File: config.mk
export PLATFORM = sky130hd
export DESIGN_NAME = hack_rom_loader
export DESIGN_NICKNAME = d
export VERILOG_FILES = /design/src/rtl/hack_rom_loader.sv
export SDC_FILE = /design/constraint.sdc
export NUM_CORES = 1
export LEC_CHECK = 0
export ABC_AREA = 1
export CAP_MARGIN = 20
export CORE_MARGIN = 2
export CORE_UTILIZATION = 52
export CTS_CLUSTER_DIAMETER = 80
export CTS_CLUSTER_SIZE = 40
export DETAILED_ROUTE_END_ITERATION = 8
export GPL_TIMING_DRIVEN = 0
export PLACE_DENSITY = 0.77
export SYNTH_ARGS = -nofsm -noshare
export SYNTH_HDL_FRONTEND = slang
export SYNTH_SLANG_ARGS = --single-unit
File: constraint.sdc
create_clock -name CLK -period 4.4 [get_ports CLK]
set_input_delay 1.32 -clock CLK [delete_from_list [all_inputs] [get_ports CLK]]
set_output_delay 1.32 -clock CLK [all_outputs]
set_load 0.01 [all_outputs]
File: src/rtl/hack_rom_loader.sv
// Hack ROM download controller: frames UART bytes into 16-bit ROM words,
// verifies an XOR checksum and hands the machine to the CPU on success.
module hack_rom_loader #(
  parameter int         ROM_DEPTH      = 256,
  parameter logic [7:0] SYNC_BYTE      = 8'hA5,
  parameter int         TIMEOUT_CYCLES = 1_000_000
) (
  input  logic        CLK,
  input  logic        i_reset,
  input  logic [7:0]  i_rx_byte,
  input  logic        i_rx_dv,
  input  logic        i_load_req,
  output logic [15:0] o_rom_addr,
  output logic [15:0] o_rom_data,
  output logic        o_rom_write,
  output logic        o_mode,
  output logic        o_busy,
  output logic        o_error,
  output logic [1:0]  o_error_code,
  output logic [15:0] o_words_loaded
);

  localparam int TW = $clog2(TIMEOUT_CYCLES + 1);
  localparam logic [TW-1:0] T_LAST = TW'(TIMEOUT_CYCLES - 1);
  localparam logic [15:0] DEPTH = 16'(ROM_DEPTH);

  typedef enum logic [2:0] {
    S_IDLE,
    S_LEN_HI,
    S_LEN_LO,
    S_DATA_HI,
    S_DATA_LO,
    S_CSUM,
    S_RUN,
    S_ERROR
  } state_t;

  state_t        state;
  logic [7:0]    len_hi;
  logic [15:0]   len;
  logic [7:0]    hi;
  logic [7:0]    csum;
  logic [TW-1:0] tcnt;

  logic          in_frame;
  logic          expired;
  logic          is_sync;
  logic [15:0]   len_now;
  logic [15:0]   cnt_next;

  assign in_frame = state inside {S_LEN_HI, S_LEN_LO, S_DATA_HI,
                                  S_DATA_LO, S_CSUM};
  assign expired  = in_frame && (tcnt == T_LAST);
  assign is_sync  = i_rx_dv && (i_rx_byte == SYNC_BYTE);
  assign len_now  = {len_hi, i_rx_byte};
  assign cnt_next = o_words_loaded + 16'd1;

  // Frame FSM; all outputs are registered alongside the state.
  always_ff @(posedge CLK or posedge i_reset) begin
    if (i_reset) begin
      state          <= S_IDLE;
      len_hi         <= '0;
      len            <= '0;
      hi             <= '0;
      csum           <= '0;
      tcnt           <= '0;
      o_rom_addr     <= '0;
      o_rom_data     <= '0;
      o_rom_write    <= 1'b0;
      o_mode         <= 1'b0;
      o_busy         <= 1'b0;
      o_error        <= 1'b0;
      o_error_code   <= '0;
      o_words_loaded <= '0;
    end else begin
      o_rom_write <= 1'b0;
      if (i_load_req) begin
        state   <= S_IDLE;
        o_mode  <= 1'b0;
        o_busy  <= 1'b0;
        o_error <= 1'b0;
        tcnt    <= '0;
      end else if (expired) begin
        // Expiry wins over a byte landing on the same edge.
        state        <= S_ERROR;
        o_busy       <= 1'b0;
        o_error      <= 1'b1;
        o_error_code <= 2'd2;
        tcnt         <= '0;
      end else begin
        if (in_frame) begin
          tcnt <= i_rx_dv ? '0 : tcnt + TW'(1);
        end
        unique case (state)
          S_IDLE, S_ERROR: begin
            if (is_sync) begin
              state          <= S_LEN_HI;
              o_busy         <= 1'b1;
              o_error        <= 1'b0;
              o_error_code   <= '0;
              o_words_loaded <= '0;
              csum           <= '0;
              len            <= '0;
              tcnt           <= '0;
            end
          end
          S_LEN_HI: begin
            if (i_rx_dv) begin
              len_hi <= i_rx_byte;
              csum   <= csum ^ i_rx_byte;
              state  <= S_LEN_LO;
            end
          end
          S_LEN_LO: begin
            if (i_rx_dv) begin
              len  <= len_now;
              csum <= csum ^ i_rx_byte;
              if (len_now > DEPTH) begin
                state        <= S_ERROR;
                o_busy       <= 1'b0;
                o_error      <= 1'b1;
                o_error_code <= 2'd1;
              end else if (len_now == 16'd0) begin
                state <= S_CSUM;
              end else begin
                state <= S_DATA_HI;
              end
            end
          end
          S_DATA_HI: begin
            if (i_rx_dv) begin
              hi    <= i_rx_byte;
              csum  <= csum ^ i_rx_byte;
              state <= S_DATA_LO;
            end
          end
          S_DATA_LO: begin
            if (i_rx_dv) begin
              o_rom_write    <= 1'b1;
              o_rom_addr     <= o_words_loaded;
              o_rom_data     <= {hi, i_rx_byte};
              o_words_loaded <= cnt_next;
              csum           <= csum ^ i_rx_byte;
              state <= (cnt_next == len) ? S_CSUM : S_DATA_HI;
            end
          end
          S_CSUM: begin
            if (i_rx_dv) begin
              o_busy <= 1'b0;
              if (i_rx_byte == csum) begin
                state  <= S_RUN;
                o_mode <= 1'b1;
              end else begin
                state        <= S_ERROR;
                o_error      <= 1'b1;
                o_error_code <= 2'd3;
              end
            end
          end
          S_RUN: begin
            o_mode <= 1'b1;
          end
          default: begin
            state <= S_IDLE;
          end
        endcase
      end
    end
  end

endmodule

==> results_dict.tcl, run 1 <==
set metrics [dict create \
    netlist_instances 825 \
    syn_area_per_cell_um2 7.61 \
    arrival_ns 3.66 \
    fp-row-count 40 \
    syn_area_um2 6280 \
    cp_max_fo 10 \
    cts_max_level 4 \
    cp_slowest_cell "clkdlybuf4s50_1" \
    clk_latency_ns 0.42 \
    dpl.hpwl_um 11700 \
    die_area_um2 13000 \
    setup_tns_ns 0 \
    synth_edf_count 0 \
    portBuffers 63 \
    crit-reg2reg-launch "o_words_loaded[1]$_DFFE_PP0P_" \
    run_status "completed" \
    crit_chain "clkdlybuf4s50_1, inv_1, nor4_1, nand4_1, nor2_2, nor2_2, nand2_2, buf_2, nor2_1" \
    cp-endpoint "tcnt[16]$_DFF_PP0_" \
    dpl_cell_area_um2 7160 \
    grt_first_pass_wirelength_um 26300 \
    synth_seq_area_share_pct 46.6 \
    grt_max_degree 37 \
    crit_buf_inv 3 \
    finalSetupViolCount 0 \
    cts.sinks 117 \
    clk_path_buf_depth 2 \
    worstSetupStartpoint "i_rx_byte[0]" \
    reg2regPathDepth 15 \
    postSynthNetCount 839 \
    cts_root_buf "clkbuf_16" \
    ff2ff_setup_slack_ns 1.85 \
    via_count 5893 \
    num_antenna_cells 0 \
    drt_wl_total_um 15800 \
    initial_core_util_pct 52.7 \
    hold_viol 0 \
    synth_flop_cell "dfrtp_1" \
    start_kind "input port" \
    place_congestion 0.871 \
    period_share_pct 76.4 \
    slew_viol_final 0 \
    critPathMaxStageDelay_ns 0.55 \
    die_y_um 114 \
    yosys_warnings 0 \
    worst_slew_pin_slew_ns 0.597 \
    tritoncts "built" \
    num_io_pins 66 \
    ant_nets 0 \
    ys_types 45 \
    antenna_found_initial 0 \
    drt_first_pass_iters 6 \
    cp-end-kind "flip-flop" \
    drc 0 \
    max_freq_mhz 297 \
    timing.rr.end "state[2]$_DFFE_PP0P_" \
    crit_top_cell "nor2_2" \
    fillers 1042 \
    p_per_area_nw_per_um2 559 \
    cp.depth 9 \
    maxCapViolCount 0 \
    gr-usage-all-layers_pct 25.8 \
    cts_setup_buffers 0 \
    drive_gt1_share_pct 8.03 \
    postCtsHoldBufs 0 \
    drtIter0Drc 502 \
    rsz0062_at_grt "false" \
    drt-wirelength-per-cell_um 14.8 \
    fin_crit_ns 3.36 \
    syn2layout_area_growth_pct 22.6 \
    viasPerCell 5.52 \
    irDropWorstVdd_mv 0.255 \
    final_nets 924 \
    cts-resized-gates 0 \
    cp.required_ns 4.70 \
    coreArea_um2 11900 \
    ys_seq_elements 117 \
    path_clk_slew_ns 0.05 \
    async_flop_share_pct 100 \
    relSlewSlack_pct 60.1 \
    design_area_um2 7700 \
    hold_class "reg -> reg" \
    crit_family "simple AND/OR/NAND/NOR gates" \
    chipWidth_um 114 \
    gr-total-overflow 0 \
    grt_pass1_vias 5429 \
    leakage_nw 3.57 \
    cts_made_buffers 17 \
    worst_clock_skew_ns 0.00647 \
    worstSetupPathType "in -> reg" \
]
-- worst reg2reg max path: cells and delay by family, from the launching register on --
family | cells | cell delay [ns]
AND/OR/NAND/NOR | 13 | 1.56
flip-flops | 1 | 0.51
adder cells (fa/ha/maj) | 1 | 0.27
buffers and inverters | 1 | 0.14
-- metrics by stage --
stage	std cells	power [mW]	worst slack (ns)	hold WS (ns)	utilization [%]
after global placement	1035	2.99	0.522	0.453	59.6
final	1068	4.30	1.04	0.470	64.6
after CTS	1068	4.30	1.09	0.478	64.6
after global routing	1068	4.59	0.925	0.491	64.6
after floorplan	825	2.57	1.64	0.442	-
after detailed placement	1038	3.03	0.685	0.465	60.1
-- per-layer routing --
layer	global-route usage [%]	routed length, um	up-vias
met5	0	0	-
met4	9.02	247	0
met3	5.84	963	24
met2	38.4	7170	211
met1	37.3	7450	2787
li1	-	-	2871
-- power by group --
group	switching [mW]	internal [mW]
clock network	0.454	0.797
registers	0.195	1.33
logic	0.935	0.588
-- cells in the final DEF (no fill, tap or decap), drive strengths merged, types with 12 or more instances in the layout --
cell type,count
a21oi,12
buf,21
clkbuf,34
clkdlybuf4s50,63
dfrtp,117
inv,86
nand2,273
nand3,77
nand4,23
nor2,67
nor3,18
o21ai,78
xor2,12
-- registers in the layout (all words and copies together), names as in the netlist, 2 cells and up --
name and flops:
tcnt 20, o_rom_addr 16, csum 8, o_words_loaded 16, state 3, len 16, hi 8, o_rom_data 16
o_error_code 2, len_hi 8
-- synth_stat cells, types with 2 or more instances --
master | count | area share [%]
a21oi_1 | 11 | 0.88
buf_2 | 8 | 0.64
buf_4 | 6 | 0.72
buf_6 | 3 | 0.54
clkbuf_1 | 8 | 0.48
dfrtp_1 | 117 | 47
ha_1 | 2 | 0.40
inv_1 | 82 | 4.9
inv_2 | 4 | 0.24
nand2_1 | 269 | 16
nand2_2 | 3 | 0.30
nand3_1 | 72 | 5.7
nand3_2 | 4 | 0.64
nand4_1 | 22 | 2.2
nor2_1 | 63 | 3.8
nor2_2 | 2 | 0.20
nor3_1 | 14 | 1.1
nor3_2 | 2 | 0.32
nor3_4 | 2 | 0.52
nor3b_1 | 2 | 0.24
nor4_1 | 8 | 0.80
o2111ai_1 | 2 | 0.28
o21a_1 | 2 | 0.24
o21ai_0 | 58 | 4.6
o21ai_1 | 20 | 1.6
o221ai_1 | 2 | 0.28
o22ai_1 | 2 | 0.20
o31ai_1 | 2 | 0.24
or2_2 | 2 | 0.20
xnor2_1 | 5 | 0.70
xor2_1 | 12 | 1.7
-- area by class of cell --
type / count / area (um^2) / area share, %
Sequential cell: 117 / 2930 / 38.0
Multi-Input combinational cell: 595 / 2870 / 37.3
Clock buffer: 26 / 519 / 6.75
Tap cell: 147 / 184 / 2.39
Timing Repair Buffer: 66 / 691 / 8.97
Clock inverter: 4 / 20.0 / 0.260
Buffer: 26 / 153 / 1.98
Inverter: 87 / 335 / 4.36
-- cell families after synthesis --
kind of cell    share of synthesized area [%]
flops                                    46.6
compound gates                           9.05
xor+xnor                                 2.73
buf+inv                                  7.71
fa+ha+maj                               0.398
simple gates                             33.5
-- worst min path at each step --
stage / start / end / slack, ns / depth (start not counted)
after global placement: hi[1]$_DFFE_PP0P_ / o_rom_data[9]$_DFFE_PP0P_ / 0.45 / 2
after global routing: o_rom_data[10]$_DFFE_PP0P_ / o_rom_data[10]$_DFFE_PP0P_ / 0.49 / 2
after CTS: o_error_code[1]$_DFFE_PP0P_ / o_error_code[1]$_DFFE_PP0P_ / 0.48 / 2
after detailed placement: o_error_code[1]$_DFFE_PP0P_ / o_error_code[1]$_DFFE_PP0P_ / 0.46 / 2
after floorplan: hi[2]$_DFFE_PP0P_ / o_rom_data[10]$_DFFE_PP0P_ / 0.44 / 2
final: o_error_code[0]$_DFFE_PP0P_ / o_error_code[0]$_DFFE_PP0P_ / 0.47 / 2
No activity file was read; power rests on OpenSTA's default activity.
==> inputs of run 2 (changes only) <==
- CORE_UTILIZATION: 52 -> 57
- PLACE_DENSITY: 0.77 -> 0.8
- clock period: 4.4 -> 3.5 ns (I/O delays scaled with it)
==> results_dict.tcl, run 2 (synthesis gave the netlist of run 1 again) <==
set metrics [dict create \
    gr-usage-all-layers_pct 30.6 \
    leakage_nw 3.57 \
    drc 0 \
    fp-row-count 38 \
    drt_wl_total_um 16900 \
    ff2ff_setup_slack_ns 0.87 \
    crit-reg2reg-launch "o_words_loaded[1]$_DFFE_PP0P_" \
    drtIter0Drc 569 \
    ant_nets 0 \
    worstSetupPathType "in -> reg" \
    p_per_area_nw_per_um2 715 \
    cts_max_level 4 \
    grt_first_pass_wirelength_um 27900 \
    design_area_um2 7700 \
    cts_setup_buffers 0 \
    slew_viol_final 0 \
    maxCapViolCount 0 \
    cp-end-kind "flip-flop" \
    postCtsHoldBufs 0 \
    cts_made_buffers 17 \
    seq_area_um2 2930 \
    cts-resized-gates 0 \
    clk_latency_ns 0.53 \
    cp.required_ns 3.91 \
    tritoncts "built" \
    largest_reg_flops 20 \
    worst_clock_skew_ns 0.0106 \
    worst_slew_pin_slew_ns 0.570 \
    reg2regPathDepth 15 \
    coreArea_um2 10800 \
    whs_ns 0.472 \
    num_io_pins 66 \
    cts_root_buf "clkbuf_8" \
    antenna_found_initial 0 \
    final_util_pct 71.3 \
    multi_input_area_um2 2870 \
    drt_first_pass_iters 7 \
    finalPower_mw 5.50 \
    hold_viol 0 \
    drt-wirelength-per-cell_um 15.9 \
    initial_core_util_pct 58.2 \
    min_from "hi[1]$_DFFE_PP0P_" \
    drive_gt1_share_pct 8.13 \
    timing.rr.end "state[2]$_DFFE_PP0P_" \
    via_count 6080 \
    grt_max_degree 39 \
    viasPerCell 5.72 \
    worstHoldPathCells 2 \
    period_share_pct 85.8 \
    portBuffers 63 \
    die_area_um2 11900 \
    final_nets 924 \
    grt_pass1_vias 5780 \
    clk_path_buf_depth 2 \
    syn2layout_area_growth_pct 22.6 \
    max_freq_mhz 333 \
    dpl.hpwl_um 12200 \
    die_y_um 109 \
    run_status "completed" \
    path_clk_slew_ns 0.05 \
    rsz0062_at_grt "false" \
    holdPathEnd "o_rom_data[9]$_DFFE_PP0P_" \
    final_common_cell "nand2_1" \
    cts.sinks 117 \
    dpl_cell_area_um2 7150 \
    irDropWorstVdd_mv 0.368 \
    num_antenna_cells 0 \
    place_congestion 0.933 \
    fin_crit_ns 3.00 \
    fillers 865 \
    finalSetupViolCount 0 \
    largest_register "tcnt" \
    hold_class "reg -> reg" \
    arrival_ns 3.41 \
    final_cell_mix "269 x nand2_1, 117 x dfrtp_1, 81 x inv_1, 72 x nand3_1" \
    chipWidth_um 109 \
    start_kind "input port" \
    gr-total-overflow 0 \
    cp_max_fo 10 \
    relSlewSlack_pct 61.8 \
]
run 2: how the worst max path moves through the flow:
stage                      start                    endpoint  cells after the start
finish              i_rx_byte[0]          tcnt[12]$_DFF_PP0_                      9
global route        i_rx_byte[2]          tcnt[12]$_DFF_PP0_                      9
CTS                 i_rx_byte[0]          tcnt[12]$_DFF_PP0_                      9
detailed placement  i_rx_byte[0]           tcnt[9]$_DFF_PP0_                      9
global placement         i_reset  o_rom_data[14]$_DFFE_PP0P_                      2
floorplan                i_rx_dv          len[2]$_DFFE_PP0P_                      9
run 2: final cells by class:
cell class                 instances  area share (%)
buffer                            26            1.98
clock buffer                      22            5.75
tap                              140            2.28
timing repair buffer              66            8.97
sequential                       117            38.0
clock inverter                    10            1.38
multi-input combinational        595            37.3
inverter                          87            4.36
run 2: worst max-delay path, cell delays in order:
cell,delay [ns]
clkdlybuf4s50_1,0.55
inv_1,0.15
nor4_1,0.31
nand4_1,0.33
nor2_2,0.40
nor2_2,0.11
nand2_2,0.18
buf_2,0.26
nor2_1,0.07
run 2: per-layer routing:
layer	part of all wire, %	GRT usage, %	vias up
met5	0	0	-
met4	2.7	12.5	0
met3	8.0	6.52	45
met2	45	45.3	280
met1	44	44.0	2892
li1	-	-	2863
run 2: report_power, final:
part / internal (mW) / switching [mW] / total (mW)
combinational: 0.740 / 1.20 / 1.94
clock: 1.02 / 0.611 / 1.63
sequential: 1.67 / 0.249 / 1.92
total: 3.44 / 2.06 / 5.50
run 2: through the flow:
stage,std cells,TNS [ns],setup slack [ns]
global placement,1028,-0.780,-0.0125
detailed placement,1031,0,0.00119
CTS,1063,0,0.544
floorplan,825,0,1.01
finish,1063,0,0.499
global route,1063,0,0.338
==> inputs of run 3 (changes only) <==
- CORE_ASPECT_RATIO: unset -> 0.8
==> results_dict.tcl, run 3 (synthesis gave the netlist of run 1 again) <==
set metrics [dict create \
    hold_class "reg -> reg" \
    drtIter0Drc 616 \
    p_sw_mw 2.13 \
    cts-resized-gates 0 \
    gr-total-overflow 0 \
    worstSetupPathType "in -> reg" \
    gr-usage-all-layers_pct 30.9 \
    p_per_area_nw_per_um2 736 \
    drc 0 \
    die_area_um2 11900 \
    grt_max_degree 36 \
    initial_core_util_pct 58.1 \
    cp_max_fo 10 \
    drt-wirelength-per-cell_um 16.4 \
    p_clk_share_pct 31.5 \
    final_cell_mix "269 x nand2_1, 117 x dfrtp_1, 81 x inv_1, 72 x nand3_1" \
    slew_viol_final 0 \
    cts_root_buf "clkbuf_16" \
    num_antenna_cells 0 \
    comb_power_share_pct 34.7 \
    dpl.hpwl_um 12700 \
    cts_made_buffers 17 \
    pre_cts_ws_ns -0.0190 \
    finalSetupViolCount 0 \
    cts_setup_buffers 0 \
    drt_wl_total_um 17400 \
    cts.sinks 117 \
    design_area_um2 7770 \
    final_nets 924 \
    viasPerCell 5.79 \
    setup_tns_ns 0 \
    place_congestion 0.948 \
    arrival_ns 3.45 \
    irDropWorstVdd_mv 0.517 \
    relSlewSlack_pct 56.8 \
    drt_first_pass_iters 5 \
    via_count 6172 \
    multi_input_area_um2 2870 \
    worst_slew_pin_slew_ns 0.646 \
    maxUsedRoutingLayer "met4" \
    worst_clock_skew_ns 0.00748 \
    wl_met1_um 7690 \
    finalPower_mw 5.71 \
    clk_latency_ns 0.43 \
    run_status "completed" \
    p_seq_share_pct 33.8 \
    tritoncts "built" \
    postCtsHoldBufs 0 \
    cp-end-kind "flip-flop" \
    largest_register "tcnt" \
    final_util_pct 71.9 \
    clk_path_buf_depth 2 \
    final_common_cell "nand2_1" \
    drive_gt1_share_pct 8.46 \
    seq_area_um2 2930 \
    fin_crit_ns 3.15 \
    path_clk_slew_ns 0.05 \
    grt_pass1_vias 5746 \
    cts_max_level 4 \
    syn2layout_area_growth_pct 23.7 \
    chipWidth_um 121 \
    grt_first_pass_wirelength_um 28200 \
    maxCapViolCount 0 \
    dpl_cell_area_um2 7150 \
    leakage_nw 3.59 \
    max_freq_mhz 318 \
    fillers 880 \
    netSwitchingFraction_pct 37.2 \
    stdcell_count 1066 \
    antenna_found_initial 0 \
    hold_viol 0 \
    fp-row-count 34 \
    num_io_pins 66 \
    start_kind "input port" \
    setup_ws_ns 0.353 \
    rsz0062_at_grt "false" \
    largest_reg_flops 20 \
    period_share_pct 89.9 \
    portBuffers 63 \
    ant_nets 0 \
    coreArea_um2 10800 \
    intPower_mw 3.59 \
    cp.required_ns 3.80 \
    whs_ns 0.468 \
    wl_met3_um 1650 \
    dpl.cell_count 1035 \
    die_y_um 97.9 \
    dr_wl_met2_um 7760 \
]
==> run 3: changes by cell type in the layout (fill, tap and decap cells not counted), sizes merged <==
cell / previous run / this run
clkinv: 7 / 2
clkbuf: 30 / 32
clkinvlp: 2 / 4
==> run 3: power groups by stage <==
stage          Clock, mW  Combinational [mW]  Sequential [mW]
2_1_floorplan          0                1.32             1.91
3_3_place_gp           0                1.83             1.93
3_5_place_dp           0                1.91             1.94
4_1_cts             1.80                1.96             1.93
5_1_grt             1.87                2.20             1.97
6_report            1.80                1.98             1.93
==> run 3: area by class of cell <==
cell class | count | area share (%)
Buffer | 26 | 1.96
Clock buffer | 24 | 6.72
Clock inverter | 7 | 1.19
Inverter | 87 | 4.32
Multi-Input combinational cell | 595 | 36.9
Sequential cell | 117 | 37.7
Tap cell | 144 | 2.32
Timing Repair Buffer | 66 | 8.89
==> run 3: path summary, 6_finish.rpt <==
check / startpoint / endpoint / slack (ns) / cells after the start
worst max-delay path: i_rx_byte[0] / tcnt[12]$_DFF_PP0_ / 0.35 / 9
worst min-delay path: hi[3]$_DFFE_PP0P_ / o_rom_data[11]$_DFFE_PP0P_ / 0.47 / 2
worst max register to register: o_words_loaded[2]$_DFFE_PP0P_ / state[1]$_DFFE_PP0P_ / 0.99 / 13
worst min register to register: hi[3]$_DFFE_PP0P_ / o_rom_data[11]$_DFFE_PP0P_ / 0.47 / 2
max in group asynchronous: i_reset / o_words_loaded[12]$_DFFE_PP0P_ / 1.62 / 4
min in group asynchronous: i_reset / o_error_code[0]$_DFFE_PP0P_ / 1.06 / 2
==> run 3: routing by layer <==
metal / up-vias / global-route usage [%]
li1: 2863 / -
met1: 2930 / 44.3
met2: 338 / 45.6
met3: 41 / 8.06
met4: 0 / 10.9
met5: - / 0
==> run 3: critical path, stage by stage <==
cell	delay, ns
clkdlybuf4s50_1	0.57
inv_1	0.15
nor4_1	0.27
nand4_1	0.33
nor2_2	0.43
nor2_2	0.11
nand2_2	0.18
buf_2	0.27
nor2_1	0.07
